### src/rtl/tmds_pkg.sv
// -----------------------------------------------------------------------------
// tmds_pkg
// Shared TMDS definitions used by the receive-side word aligner and by the
// transmit-side encoder: the four control-period tokens, the aligner FSM
// state encoding and small helpers for token decode/encode and bit-offset
// stepping.
// -----------------------------------------------------------------------------
package tmds_pkg;

   // Control tokens, indexed by {C1,C0}.
   localparam logic [9:0] TOK_CTRL0 = 10'h354;   // {C1,C0} = 00
   localparam logic [9:0] TOK_CTRL1 = 10'h0AB;   // {C1,C0} = 01
   localparam logic [9:0] TOK_CTRL2 = 10'h154;   // {C1,C0} = 10
   localparam logic [9:0] TOK_CTRL3 = 10'h2AB;   // {C1,C0} = 11

   // Highest legal bit offset within the 10-bit word.
   localparam logic [3:0] OFFSET_MAX = 4'd9;

   typedef enum logic [1:0] {
      ST_SEARCH = 2'd0,
      ST_VERIFY = 2'd1,
      ST_LOCKED = 2'd2
   } tmds_state_e;

   typedef struct packed {
      logic       valid;
      logic [1:0] ctrl;
   } tmds_tok_t;

   // Classify a word: valid=1 with its {C1,C0} when it is a control token,
   // otherwise valid=0 and ctrl=00.
   function automatic tmds_tok_t tmds_token_decode(input logic [9:0] word);
      tmds_tok_t t;
      t.valid = 1'b0;
      t.ctrl  = 2'b00;
      case (word)
         TOK_CTRL0: begin t.valid = 1'b1; t.ctrl = 2'b00; end
         TOK_CTRL1: begin t.valid = 1'b1; t.ctrl = 2'b01; end
         TOK_CTRL2: begin t.valid = 1'b1; t.ctrl = 2'b10; end
         TOK_CTRL3: begin t.valid = 1'b1; t.ctrl = 2'b11; end
         default:   begin t.valid = 1'b0; t.ctrl = 2'b00; end
      endcase
      return t;
   endfunction

   // Control-period token for a given {C1,C0} (transmit side).
   function automatic logic [9:0] tmds_ctrl_token(input logic [1:0] ctrl);
      logic [9:0] w;
      case (ctrl)
         2'b00:   w = TOK_CTRL0;
         2'b01:   w = TOK_CTRL1;
         2'b10:   w = TOK_CTRL2;
         2'b11:   w = TOK_CTRL3;
         default: w = TOK_CTRL0;
      endcase
      return w;
   endfunction

   // Step the bit offset modulo 10.
   function automatic logic [3:0] tmds_next_offset(input logic [3:0] offset);
      logic [3:0] nx;
      if (offset >= OFFSET_MAX) begin
         nx = 4'd0;
      end else begin
         nx = offset + 4'd1;
      end
      return nx;
   endfunction

endpackage

### src/rtl/tmds_word_aligner_if.sv
// -----------------------------------------------------------------------------
// tmds_word_aligner_if
// Data-path bundle of the TMDS word aligner.
//   i_data   [9:0] unaligned deserializer word, bit 0 earliest on the wire
//   o_data   [9:0] aligned TMDS word
//   o_token        o_data is a control token
//   o_ctrl   [1:0] decoded {C1,C0} when o_token=1, else 00
//   o_locked       alignment locked
//   o_offset [3:0] current bit offset, 0..9
// slave  = aligner side, master = deserializer/sink side.
// -----------------------------------------------------------------------------
interface tmds_word_aligner_if;
   logic [9:0] i_data;
   logic [9:0] o_data;
   logic       o_token;
   logic [1:0] o_ctrl;
   logic       o_locked;
   logic [3:0] o_offset;

   modport slave (
      input  i_data,
      output o_data,
      output o_token,
      output o_ctrl,
      output o_locked,
      output o_offset
   );

   modport master (
      output i_data,
      input  o_data,
      input  o_token,
      input  o_ctrl,
      input  o_locked,
      input  o_offset
   );
endinterface

### src/rtl/tmds_bit_shifter.sv
// -----------------------------------------------------------------------------
// tmds_bit_shifter
// Combinational 20-to-10 extraction: o_word = i_window[i_offset+9 : i_offset].
//   i_window [19:0] two consecutive deserializer words, bit 0 earliest
//   i_offset [3:0]  bit offset, 0..9
//   o_word   [9:0]  extracted word
// -----------------------------------------------------------------------------
module tmds_bit_shifter (
   input  logic [19:0] i_window,
   input  logic [3:0]  i_offset,
   output logic [9:0]  o_word
);

   // Select the 10-bit slice starting at the requested offset.
   always_comb begin
      o_word = i_window[9:0];
      case (i_offset)
         4'd0:    o_word = i_window[9:0];
         4'd1:    o_word = i_window[10:1];
         4'd2:    o_word = i_window[11:2];
         4'd3:    o_word = i_window[12:3];
         4'd4:    o_word = i_window[13:4];
         4'd5:    o_word = i_window[14:5];
         4'd6:    o_word = i_window[15:6];
         4'd7:    o_word = i_window[16:7];
         4'd8:    o_word = i_window[17:8];
         4'd9:    o_word = i_window[18:9];
         // Offsets above 9 are never produced; the natural continuation
         // (offset 10 = the newest whole word) is used as the safe value.
         default: o_word = i_window[19:10];
      endcase
   end

endmodule

### src/rtl/tmds_word_aligner.sv
// -----------------------------------------------------------------------------
// tmds_word_aligner
// Finds the 10-bit word boundary in a 1:10 deserialized TMDS lane by hunting
// for control tokens, one bit offset at a time.
//   i_clk           parallel (pixel) clock
//   i_rst           asynchronous, active-high reset
//   bus (slave)     i_data in; o_data, o_token, o_ctrl, o_locked, o_offset out
// Parameters:
//   SEARCH_WINDOW   cycles spent at one offset without a token before stepping
//   LOCK_RUN        consecutive tokens needed to declare lock (>= 2)
//   LOSS_WINDOW     token-free cycles tolerated while locked
// Latency i_data -> o_data is 2 cycles at offset 0.
// -----------------------------------------------------------------------------
module tmds_word_aligner
   import tmds_pkg::*;
#(
   parameter int SEARCH_WINDOW = 4096,
   parameter int LOCK_RUN      = 16,
   parameter int LOSS_WINDOW   = 1048576
) (
   input  logic               i_clk,
   input  logic               i_rst,
   tmds_word_aligner_if.slave bus
);

   localparam int TW = (SEARCH_WINDOW > 1) ? $clog2(SEARCH_WINDOW) : 1;
   localparam int RW = (LOCK_RUN      > 1) ? $clog2(LOCK_RUN)      : 1;
   localparam int LW = (LOSS_WINDOW   > 1) ? $clog2(LOSS_WINDOW)   : 1;

   localparam logic [TW-1:0] TIMER_LAST = TW'(SEARCH_WINDOW - 1);
   localparam logic [RW-1:0] RUN_LAST   = RW'(LOCK_RUN - 1);
   localparam logic [LW-1:0] LOSS_LAST  = LW'(LOSS_WINDOW - 1);

   logic [9:0]    prev_r;
   logic [19:0]   window_s;
   logic [9:0]    aligned_s;
   tmds_tok_t     tok_s;

   tmds_state_e   state_r,  state_nx_s;
   logic [3:0]    offset_r, offset_nx_s;
   logic [TW-1:0] timer_r,  timer_nx_s;
   logic [RW-1:0] run_r,    run_nx_s;
   logic [LW-1:0] loss_r,   loss_nx_s;

   logic [9:0]    data_r;
   logic          token_r;
   logic [1:0]    ctrl_r;
   logic          locked_r;

   // Window W = {current, previous}; W[0] is the earliest bit.
   assign window_s = {bus.i_data, prev_r};

   tmds_bit_shifter u_shifter (
      .i_window (window_s),
      .i_offset (offset_r),
      .o_word   (aligned_s)
   );

   assign tok_s = tmds_token_decode(aligned_s);

   // Alignment FSM: next state, offset and counter values.
   always_comb begin
      state_nx_s  = state_r;
      offset_nx_s = offset_r;
      timer_nx_s  = timer_r;
      run_nx_s    = run_r;
      loss_nx_s   = loss_r;
      case (state_r)
         ST_SEARCH: begin
            if (tok_s.valid) begin
               state_nx_s = ST_VERIFY;
               run_nx_s   = RW'(1'b1);
               timer_nx_s = {TW{1'b0}};
            end else if (timer_r == TIMER_LAST) begin
               offset_nx_s = tmds_next_offset(offset_r);
               timer_nx_s  = {TW{1'b0}};
            end else begin
               timer_nx_s = timer_r + TW'(1'b1);
            end
         end
         ST_VERIFY: begin
            if (tok_s.valid) begin
               if (run_r == RUN_LAST) begin
                  state_nx_s = ST_LOCKED;
                  run_nx_s   = {RW{1'b0}};
                  loss_nx_s  = {LW{1'b0}};
               end else begin
                  run_nx_s = run_r + RW'(1'b1);
               end
            end else begin
               // A broken run retries the same offset from a fresh window.
               state_nx_s = ST_SEARCH;
               run_nx_s   = {RW{1'b0}};
               timer_nx_s = {TW{1'b0}};
            end
         end
         ST_LOCKED: begin
            if (tok_s.valid) begin
               loss_nx_s = {LW{1'b0}};
            end else if (loss_r == LOSS_LAST) begin
               // The current offset has gone stale; resume hunting at the next one.
               state_nx_s  = ST_SEARCH;
               offset_nx_s = tmds_next_offset(offset_r);
               timer_nx_s  = {TW{1'b0}};
               loss_nx_s   = {LW{1'b0}};
            end else begin
               loss_nx_s = loss_r + LW'(1'b1);
            end
         end
         default: begin
            state_nx_s  = ST_SEARCH;
            offset_nx_s = 4'd0;
            timer_nx_s  = {TW{1'b0}};
            run_nx_s    = {RW{1'b0}};
            loss_nx_s   = {LW{1'b0}};
         end
      endcase
   end

   // State, counters, previous word and registered outputs.
   always_ff @(posedge i_clk or posedge i_rst) begin
      if (i_rst) begin
         state_r  <= ST_SEARCH;
         offset_r <= 4'd0;
         timer_r  <= {TW{1'b0}};
         run_r    <= {RW{1'b0}};
         loss_r   <= {LW{1'b0}};
         prev_r   <= 10'h000;
         data_r   <= 10'h000;
         token_r  <= 1'b0;
         ctrl_r   <= 2'b00;
         locked_r <= 1'b0;
      end else begin
         state_r  <= state_nx_s;
         offset_r <= offset_nx_s;
         timer_r  <= timer_nx_s;
         run_r    <= run_nx_s;
         loss_r   <= loss_nx_s;
         prev_r   <= bus.i_data;
         data_r   <= aligned_s;
         token_r  <= tok_s.valid;
         ctrl_r   <= tok_s.ctrl;
         locked_r <= (state_nx_s == ST_LOCKED);
      end
   end

   assign bus.o_data   = data_r;
   assign bus.o_token  = token_r;
   assign bus.o_ctrl   = ctrl_r;
   assign bus.o_locked = locked_r;
   assign bus.o_offset = offset_r;

endmodule

### src/flat_wrapper.sv
// flat-port wrapper written by rule: the top's interface ports become plain ports
module tmds_word_aligner_flat import tmds_pkg::*;
#(
   parameter int SEARCH_WINDOW = 4096,
   parameter int LOCK_RUN      = 16,
   parameter int LOSS_WINDOW   = 1048576
)
  (i_clk, i_rst, bus_i_data, bus_o_data, bus_o_token, bus_o_ctrl, bus_o_locked, bus_o_offset);
  tmds_word_aligner_if bus_i ();
  input  logic i_clk;
  input  logic i_rst;
  input wire logic [$bits(bus_i.i_data)-1:0] bus_i_data;
  output wire logic [$bits(bus_i.o_data)-1:0] bus_o_data;
  output wire logic [$bits(bus_i.o_token)-1:0] bus_o_token;
  output wire logic [$bits(bus_i.o_ctrl)-1:0] bus_o_ctrl;
  output wire logic [$bits(bus_i.o_locked)-1:0] bus_o_locked;
  output wire logic [$bits(bus_i.o_offset)-1:0] bus_o_offset;
  assign bus_i.i_data = bus_i_data;
  assign bus_o_data = bus_i.o_data;
  assign bus_o_token = bus_i.o_token;
  assign bus_o_ctrl = bus_i.o_ctrl;
  assign bus_o_locked = bus_i.o_locked;
  assign bus_o_offset = bus_i.o_offset;
  tmds_word_aligner #(.SEARCH_WINDOW(SEARCH_WINDOW), .LOCK_RUN(LOCK_RUN), .LOSS_WINDOW(LOSS_WINDOW)) u_core (.i_clk(i_clk), .i_rst(i_rst), .bus(bus_i));
endmodule
### config.mk
export PLATFORM = sky130hd
export DESIGN_NAME = tmds_word_aligner_flat
export DESIGN_NICKNAME = d
export VERILOG_FILES = /design/src/rtl/tmds_pkg.sv /design/src/rtl/tmds_word_aligner_if.sv /design/src/rtl/tmds_bit_shifter.sv /design/src/rtl/tmds_word_aligner.sv /design/src/flat_wrapper.sv
export SDC_FILE = /design/constraint.sdc
export NUM_CORES = 1
export LEC_CHECK = 0
export ABC_AREA = 1
export BUFFER_PORTS_ARGS = -buffer_cell sky130_fd_sc_hd__buf_2
export CELL_PAD_IN_SITES_DETAIL_PLACEMENT = 1
export CELL_PAD_IN_SITES_GLOBAL_PLACEMENT = 1
export CORE_MARGIN = 3
export CORE_UTILIZATION = 45
export CTS_CLUSTER_SIZE = 8
export DETAILED_ROUTE_END_ITERATION = 6
export PLACE_DENSITY_LB_ADDON = 0.12
export SLEW_MARGIN = 20
export SYNTH_ARGS = -nofsm -noshare
export SYNTH_HDL_FRONTEND = slang
export SYNTH_SLANG_ARGS = --single-unit
### constraint.sdc
create_clock -name i_clk -period 4.6 [get_ports i_clk]
set_clock_uncertainty 0.1 [all_clocks]
set_input_delay 0.46 -clock i_clk [delete_from_list [all_inputs] [get_ports i_clk]]
set_output_delay 0.46 -clock i_clk [all_outputs]
set_load 0.02 [all_outputs]
==> results of run 1 <==
==> power by group <==
group | total (mW) | internal (mW) | switching, mW
registers | 0.732 | 0.673 | 0.0586
clock network | 0.673 | 0.432 | 0.242
logic | 0.772 | 0.234 | 0.538
==> final cells by class <==
type                            count  area, sq um  area share, %
Clock buffer                       10          138           2.78
Clock inverter                      6          136           2.76
Inverter                           76          288           5.81
Multi-Input combinational cell    452         2410           48.7
Sequential cell                    66         1650           33.4
Tap cell                          133          166           3.36
Timing Repair Buffer               31          160           3.24
==> final timing paths <==
check | start | endpoint | slack [ns] | cells past startpoint
worst max-delay path | u_core.bus.o_offset[3] | u_core.timer_r[7] | 0.60 | 14
worst min-delay path | i_rst | u_core.bus.o_data[3] | 0.007 | 2
worst max register to register | u_core.bus.o_offset[3] | u_core.timer_r[7] | 0.60 | 14
worst min register to register | u_core.timer_r[1] | u_core.timer_r[1] | 0.42 | 2
max in group asynchronous | i_rst | u_core.loss_r[19] | 3.39 | 3
min in group i_clk | bus_i_data[9] | u_core.prev_r[9] | 0.13 | 1
==> logic make-up (layout without fill, tap and decap cells) <==
group,Yosys count,in the layout
simple gates,370,370
buf+inv,101,123
flops,66,66
compound gates,58,58
xor+xnor,17,17
fa+ha+maj,7,7
==> state kept, by name, indices dropped and copies added (netlist names) <==
name and flops:
u_core.timer_r 12, u_core.bus.o_offset 4, u_core.loss_r 20, u_core.bus.o_ctrl 2
u_core.run_r 4, u_core.prev_r 10, u_core.bus.o_data 10, u_core.state_r 2
u_core.bus.o_locked 1, u_core.bus.o_token 1
==> layout by cell type, fill, tap and decap left out, types with 8 or more instances in the layout <==
master and n:
buf_2 29, clkbuf_8 10, dfrtp_1 66, inv_1 68
nand2_1 146, nand3_1 88, nand4_1 36, nor2_1 55
nor2_2 9, nor3_1 11, o21ai_0 25, o22ai_2 8
xor2_1 16
==> synthesized netlist by cell type <==
library cell | instances | area (sq um)
o21ai_1 | 6 | 30.0
xnor2_1 | 1 | 8.76
nand3_1 | 88 | 440
nand4_2 | 5 | 62.6
buf_4 | 3 | 22.5
nor4_1 | 2 | 12.5
inv_4 | 1 | 6.26
xor2_1 | 16 | 140
o21ai_2 | 3 | 26.3
clkbuf_1 | 3 | 11.3
buf_2 | 12 | 60.1
or2_2 | 2 | 12.5
nor2_2 | 9 | 56.3
nand2_4 | 4 | 45.0
nand2_2 | 2 | 12.5
inv_2 | 4 | 15.0
nor3_2 | 2 | 20.0
ha_1 | 7 | 87.6
nand4_1 | 36 | 225
o211a_1 | 1 | 10.0
buf_12 | 2 | 40.0
o21ai_0 | 25 | 125
buf_6 | 5 | 56.3
a21oi_1 | 6 | 30.0
o22ai_2 | 8 | 100
o22ai_1 | 1 | 6.26
nand3_2 | 1 | 10.0
nor2_1 | 55 | 206
o211ai_1 | 3 | 22.5
nand3b_1 | 3 | 22.5
clkinv_1 | 2 | 7.51
inv_1 | 69 | 259
a21oi_4 | 1 | 16.3
nand2_1 | 146 | 548
dfrtp_1 | 66 | 1650
o31ai_1 | 2 | 15.0
nor3_1 | 11 | 55.1
nor2_4 | 4 | 45.0
a221oi_1 | 2 | 17.5
==> layer usage <==
layer | vias to the layer above | global-route usage, % | share of wire [%]
met2 | 104 | 43.1 | 48
met1 | 2133 | 33.8 | 44
met5 | - | 0 | 0
li1 | 2083 | - | -
met3 | 17 | 4.13 | 6.2
met4 | 0 | 8.13 | 1.5
==> per-stage QoR <==
step | setup slack [ns] | instance area (sq um) | hold slack (ns) | util, % | std cells
after global routing | 0.188 | 4950 | 0.0281 | 50.6 | 774
final | 0.605 | 4950 | 0.00713 | 50.6 | 774
after global placement | 0.830 | 4680 | 0.383 | 47.8 | 758
after CTS | 0.657 | 4950 | 0.00497 | 50.6 | 774
after detailed placement | 0.657 | 4680 | 0.394 | 47.8 | 758
after floorplan | 1.99 | 4540 | 0.368 | - | 619
==> impl_metrics.ini, run 1 <==
[drt]
finalWirelength_mm = 13.7
wire_per_inst_um = 17.7
ant_nets = 0
first_pass_iters = 4
via_count = 4337
drc = 0
vias_per_cell = 5.60
drt_iter0_drc = 275

[logic_synthesis]
avgSynthCellArea_sq_um = 7.33
synthDistinctLibCells = 39
synth_top_family_by_area = simple AND/OR/NAND/NOR gates
synth_compound_area_share_pct = 8.79
synth.area.mux_share_pct = 0
ys_ff_latch = 66
yosysSeqAreaShare_pct = 36.4
ys_warn_count = 0
synthCells = 619
synthXorXnorAreaFrac_pct = 3.28
mappedNetlistNets = 638
synth_area_sq_mm = 0.00454
synthAdderAreaFrac_pct = 1.93
yosys.area_share.simple_pct = 39.1

[power]
leakagePower_nw = 2.45
power.density_mw_per_mm2 = 440
total_power_mw = 2.18
worst_ir_drop_vdd_mv = 0.197

[setup_path]
setup.worst_path.end_class = flip-flop
crit_buf_inv = 3
crit_required_ns = 4.77
cpLargestDelayFamily = simple AND/OR/NAND/NOR gates
critPathSlowestCell = dfrtp_1
crit_top_cell = nor2_1
timing.critical_path.cells = inv_2 -> nor2_2 -> o21ai_2 -> nand2_1 -> inv_1 -> nand2_1 -> inv_1 -> nor2_1 -> nor2_1 -> nand2_2 -> nand2_4 -> nor2_1 -> nand4_1 -> o21ai_0
cp_slowest_stage_delay_ns = 0.92
cp_max_fo = 22
worstPathArrival_ns = 4.16
crit_type = reg -> reg
cp-start-kind = flip-flop

[timing]
tightest_slew_ns = 0.880
setup_tns_ns = 0
maxSlewViolCount = 0
setup_viol = 0
max_freq_ghz = 0.250
rsz0062_at_grt = false
max_slew_margin_pct = 41.3
fin_crit_sh_pct = 86.9
period_needed_ns = 4.00
hold_viol = 0

[die]
die-area_sq_mm = 0.0113
fp.dieW_um = 106
die_y_um = 106
row_count = 36
initial_core_util_pct = 46.4
ios = 30
core_area_sq_mm = 0.00977

[grt]
overflow = 0
first_global_vias = 4494
antenna_found_initial = 0
grt_max_degree = 48
grt_usage_pct = 25.6
grt_pass1_wl_mm = 23.0

[final_layout]
insertedDiodeCount = 0
drive_above_1_share_pct = 14.7
syn_to_final_growth_pct = 9.04
nFillCells = 1296
finalNetCount = 655

[clock_tree]
clk_latency_ns = 0.36
cts_root_buf = clkbuf_8
cts_buffer_depth = 2
cts.clk_slew.worst_paths_ns = 0.08
htree_levels = 3
hold_buffers = 0
numCtsBuffers = 9
clock_sinks = 66
cts_setup_buffers = 0
cts_resized = 0
cts_tree = done

[min_path]
hold_path_class = in -> async

[status]
status = complete, no violations

[place]
io_buffers = 29
place_hpwl_mm = 10.1
gp_congestion = 0.913

[run]
drv_cap = 0
No activity file was read; power rests on OpenSTA's default activity.
==> run 2: changes to the inputs <==
--- a/config.mk
+++ b/config.mk
@@ -11,6 +11,7 @@
 export CELL_PAD_IN_SITES_GLOBAL_PLACEMENT = 1
 export CORE_MARGIN = 3
 export CORE_UTILIZATION = 45
+export CTS_BUF_LIST = sky130_fd_sc_hd__clkbuf_16
 export CTS_CLUSTER_SIZE = 8
 export DETAILED_ROUTE_END_ITERATION = 6
 export PLACE_DENSITY_LB_ADDON = 0.12
==> run 2 against run 1 <==
  * Clock-buffer cell count is 1 lower
  * Sequential power is essentially flat
  * Die area is the same
  * Largest power group is now the clock network
  * First-iteration DRC count decreased by 13%
  * Global-route usage is 0.49 points higher
  * Highest routed layer unchanged
  * Wire length increased by 3.0%
  * Design area increased by 1.8%
  * Critical path depth unchanged
  * Combinational power rose by 0.9%
  * Final cell count unchanged
  * Critical endpoint unchanged
  * Non-clock buffer count stayed put
  * Maximum frequency shrank 1.2%
==> impl_metrics.ini, run 2 (synthesized netlist as in run 1, its figures left out) <==
[status]
status = complete, no violations

[drt]
top_layer = met4
met1_length_mm = 6.20
ant_nets = 0
drc = 0
route.met2.wl_mm = 7.09
first_pass_iters = 4
via_count = 4363
dr_wl_met3_um = 680
finalWirelength_mm = 14.1
vias_per_cell = 5.64
drt_iter0_drc = 240
wire_per_inst_um = 18.2

[final_layout]
stdcell_count = 774
drive_above_1_share_pct = 14.5
regArea_sq_mm = 0.00165
nFillCells = 1301
finalNetCount = 655
insertedDiodeCount = 0
multiInputGateArea_sq_mm = 0.00241
most-common-layout-cells = nand2_1, nand3_1, inv_1, dfrtp_1, nor2_1
largest_reg_flops = 20
regMostFlops = u_core.loss_r
reg.largest.list = u_core.loss_r: 20 flops, u_core.timer_r: 12 flops
final_common_cell = nand2_1
fin_util_pct = 51.6
syn_to_final_growth_pct = 11.1

[setup_path]
cp_max_fo = 22
setup.worst_path.end_class = flip-flop
timing.critical_path.cells = inv_2 -> nor2_2 -> o21ai_2 -> nand2_1 -> inv_1 -> nand2_1 -> inv_1 -> nor2_1 -> nor2_1 -> nand2_2 -> nand2_4 -> nor2_1 -> nand4_1 -> o21ai_0
crit_type = reg -> reg
worstPathArrival_ns = 4.19
crit_top_cell = nor2_1
cp_slowest_stage_delay_ns = 0.92
cp-start-kind = flip-flop
crit_required_ns = 4.75
critPathSlowestCell = dfrtp_1

[power]
total_power_mw = 2.36
leakagePower_nw = 2.49
power.density_mw_per_mm2 = 469
worst_ir_drop_vdd_mv = 0.275

[place]
post-place-cells = 758
gp_congestion = 0.913
io_buffers = 29
place_hpwl_mm = 10.1

[grt]
grt_max_degree = 48
grt_pass1_wl_mm = 23.3
grt_usage_pct = 26.1
overflow = 0
antenna_found_initial = 0
first_global_vias = 4518

[timing]
max_freq_ghz = 0.247
hold_viol = 0
maxSlewViolCount = 0
whs_ns = 0.0338
fin_crit_sh_pct = 87.9
period_needed_ns = 4.04
rsz0062_at_grt = false
setup_viol = 0
tightest_slew_ns = 0.891
setup_tns_ns = 0
max_slew_margin_pct = 40.6

[clock_tree]
cts_root_buf = clkbuf_16
cts_resized = 0
htree_levels = 3
cts.clk_slew.worst_paths_ns = 0.06
hold_buffers = 0
numCtsBuffers = 9
cts_setup_buffers = 0
clock_sinks = 66
cts_buffer_depth = 2
cts_tree = done
clk_latency_ns = 0.34

[run]
drv_cap = 0

[min_path]
hold_path_class = in -> async

[die]
ios = 30
fp.dieW_um = 106
core_area_sq_mm = 0.00977
die-area_sq_mm = 0.0113
row_count = 36
initial_core_util_pct = 46.4
die_y_um = 106
run 2: through the flow:
stage / worst slack (ns) / instance area [sq um]
after global placement: 0.830 / 4680
after CTS: 0.642 / 5040
after global routing: 0.206 / 5040
after detailed placement: 0.657 / 4680
after floorplan: 1.99 / 4540
final: 0.556 / 5040
run 2: layout make-up:
cell class / count / share of cell area, %
Clock buffer: 9 / 4.47
Clock inverter: 7 / 2.78
Inverter: 76 / 5.71
Multi-Input combinational cell: 452 / 47.8
Sequential cell: 66 / 32.8
Tap cell: 133 / 3.30
Timing Repair Buffer: 31 / 3.18
run 2: worst max-delay path: cells and delay by family (launching register included):
kind	cells	cell delay (ns)
DFF	1	0.92
buffers and inverters	3	0.52
and+or+nand+nor	9	2.05
AOI/OAI and AO/OA	2	0.35
run 2: routing by layer:
metal	up-vias	track usage (%)
met4	0	7.21
li1	2090	-
met2	108	45.0
met5	-	0
met3	14	4.55
met1	2151	33.8
run 2: final timing paths:
check                                            start                end  slack [ns]  cells after the start
worst max-delay path            u_core.bus.o_offset[3]  u_core.timer_r[7]        0.56                     14
worst min-delay path                             i_rst   u_core.prev_r[3]        0.03                      2
worst max register to register  u_core.bus.o_offset[3]  u_core.timer_r[7]        0.56                     14
worst min register to register         u_core.run_r[3]    u_core.run_r[3]        0.42                      2
max in group asynchronous                        i_rst   u_core.loss_r[3]        3.39                      3
min in group i_clk                       bus_i_data[9]   u_core.prev_r[9]        0.15                      1
run 2: where the power goes:
group	switching [mW]	leakage [nW]	internal, mW
clock network	0.266	0.174	0.584
registers	0.0595	0.842	0.675
logic	0.545	1.47	0.234
==> run 3: changes to the inputs <==
--- a/config.mk
+++ b/config.mk
@@ -14,7 +14,7 @@
 export CTS_BUF_LIST = sky130_fd_sc_hd__clkbuf_16
 export CTS_CLUSTER_SIZE = 8
 export DETAILED_ROUTE_END_ITERATION = 6
-export PLACE_DENSITY_LB_ADDON = 0.12
+export PLACE_DENSITY_LB_ADDON = 0.3
 export SLEW_MARGIN = 20
 export SYNTH_ARGS = -nofsm -noshare
 export SYNTH_HDL_FRONTEND = slang
==> run 3 against run 2 <==
  * Hold slack gained 0.15 ns
  * Final cell count down 0.13%
  * Die area unchanged
  * Non-clock buffer count is the same
  * Highest routed layer unchanged
  * Setup slack improved by 0.25 ns
  * Clock-buffer cell count is the same
  * Register-to-register slack better by 0.25 ns
  * Sequential share of layout area is 0.54 points higher
  * Critical endpoint is now u_core.timer_r[9]
  * Clock power fell by 21%
  * Core utilization decreased by 0.83 points
==> impl_metrics.ini, run 3 (synthesized netlist as in run 1, its figures left out) <==
[status]
status = complete, no violations

[drt]
first_pass_iters = 5
via_count = 4338
vias_per_cell = 5.61
wire_per_inst_um = 17.9
ant_nets = 0
drt_iter0_drc = 235
finalWirelength_mm = 13.9
drc = 0

[die]
die_y_um = 106
die-area_sq_mm = 0.0113
core_area_sq_mm = 0.00977
initial_core_util_pct = 46.4
fp.dieW_um = 106
row_count = 36
ios = 30

[clock_tree]
clk_latency_ns = 0.34
cts_root_buf = clkbuf_16
cts_setup_buffers = 0
htree_levels = 3
cts_buffer_depth = 2
cts_tree = done
clock_sinks = 66
hold_buffers = 0
numCtsBuffers = 9
cts.clk_slew.worst_paths_ns = 0.05
cts_resized = 0

[grt]
grt_usage_pct = 25.6
antenna_found_initial = 0
overflow = 0
grt_pass1_wl_mm = 22.9
grt_max_degree = 67
first_global_vias = 4479

[power]
power.density_mw_per_mm2 = 441
power.internal_mw = 1.32
worst_ir_drop_vdd_mv = 0.209
clockPowerShare_pct = 30.9
total_power_mw = 2.19
pwr-share-comb_pct = 35.5
leakagePower_nw = 2.45
p_sw_share_pct = 39.6
seqPwrFrac_pct = 33.6
power_switching_uw = 865

[timing]
tightest_slew_ns = 0.874
setup_viol = 0
hold_viol = 0
whs_ns = 0.181
setup_tns_ns = 0
setup_ws_ns = 0.806
fin_crit_sh_pct = 82.5
rsz0062_at_grt = false
max_slew_margin_pct = 41.7
period_needed_ns = 3.79
maxSlewViolCount = 0
max_freq_ghz = 0.264

[final_layout]
drive_above_1_share_pct = 14.4
largest_reg_flops = 20
finalNetCount = 655
final_common_cell = nand2_1
syn_to_final_growth_pct = 9.26
most-common-layout-cells = nand2_1, nand3_1, inv_1, dfrtp_1, nor2_1
fin_util_pct = 50.7
regMostFlops = u_core.loss_r
regArea_sq_mm = 0.00165
insertedDiodeCount = 0
stdcell_count = 773
reg.largest.list = u_core.loss_r: 20 flops, u_core.timer_r: 12 flops
nFillCells = 1288
multiInputGateArea_sq_mm = 0.00241
final_area_sq_mm = 0.00496

[setup_path]
crit_type = reg -> reg
r2r_cells = 12
r2r_start = u_core.bus.o_offset[3]
crit_required_ns = 4.74
worstSetupStartpoint = u_core.bus.o_offset[3]
cp-start-kind = flip-flop
reg2reg_to = u_core.timer_r[9]
worstPathArrival_ns = 3.94
worstSetupEndpoint = u_core.timer_r[9]
cp_max_fo = 22
r2r_slack_ns = 0.81
setup.worst_path.end_class = flip-flop

[place]
post-place-ws_ns = 0.874
place_hpwl_mm = 9.96
post-place-cells = 758
place_area_sq_mm = 0.00468
gp_congestion = 0.922
io_buffers = 29

[min_path]
hold_path_class = in -> reg

[run]
drv_cap = 0
==> run 3: cell types whose count changed in the layout (fill, tap and decap cells not counted), sizes merged <==
cell,delta
clkinv,+2
clkinvlp,+1
bufinv,-3
inv,-1
==> run 3: per-layer routing <==
layer	share of wire, %	wire, um	global-route usage, %
met3	4.3	598	4.80
met5	0	0	0
met4	2.7	378	10.0
met1	45	6190	33.5
met2	48	6680	42.1
==> run 3: final cells by class <==
class	instances	area share, %
sequential	66	33.3
timing repair buffer	31	3.23
clock buffer	9	4.54
tap	133	3.36
multi-input combinational	452	48.6
inverter	76	5.80
clock inverter	6	1.19
==> run 3: worst min-delay path by stage <==
stage                 startpoint  slack (ns)           endpoint  cells past startpoint
3_5_place_dp   u_core.timer_r[1]        0.41  u_core.timer_r[1]                      2
5_1_grt            bus_i_data[9]        0.17   u_core.prev_r[9]                      1
3_3_place_gp   u_core.timer_r[1]        0.38  u_core.timer_r[1]                      2
2_1_floorplan    u_core.run_r[1]        0.37    u_core.run_r[1]                      2
6_report           bus_i_data[9]        0.18   u_core.prev_r[9]                      1
4_1_cts            bus_i_data[9]        0.17   u_core.prev_r[9]                      1
==> run 3: power by group through the flow <==
stage	Sequential, mW	Combinational, mW	Clock, mW
final	0.735	0.777	0.674
after global routing	0.749	0.863	0.718
after CTS	0.736	0.776	0.690
after detailed placement	0.744	0.769	0
after global placement	0.736	0.733	0
after floorplan	0.794	0.499	0
==> run 3: critical path: stages (launching register included) <==
cell	delay [ns]
dfrtp_1	0.91
inv_2	0.36
nor2_2	0.32
o21ai_2	0.17
nand3_1	0.17
nand4_2	0.21
nand3_1	0.18
nor2_1	0.07
nand2_2	0.10
nand2_4	0.14
nor2_1	0.65
nand4_1	0.18
o21ai_0	0.13
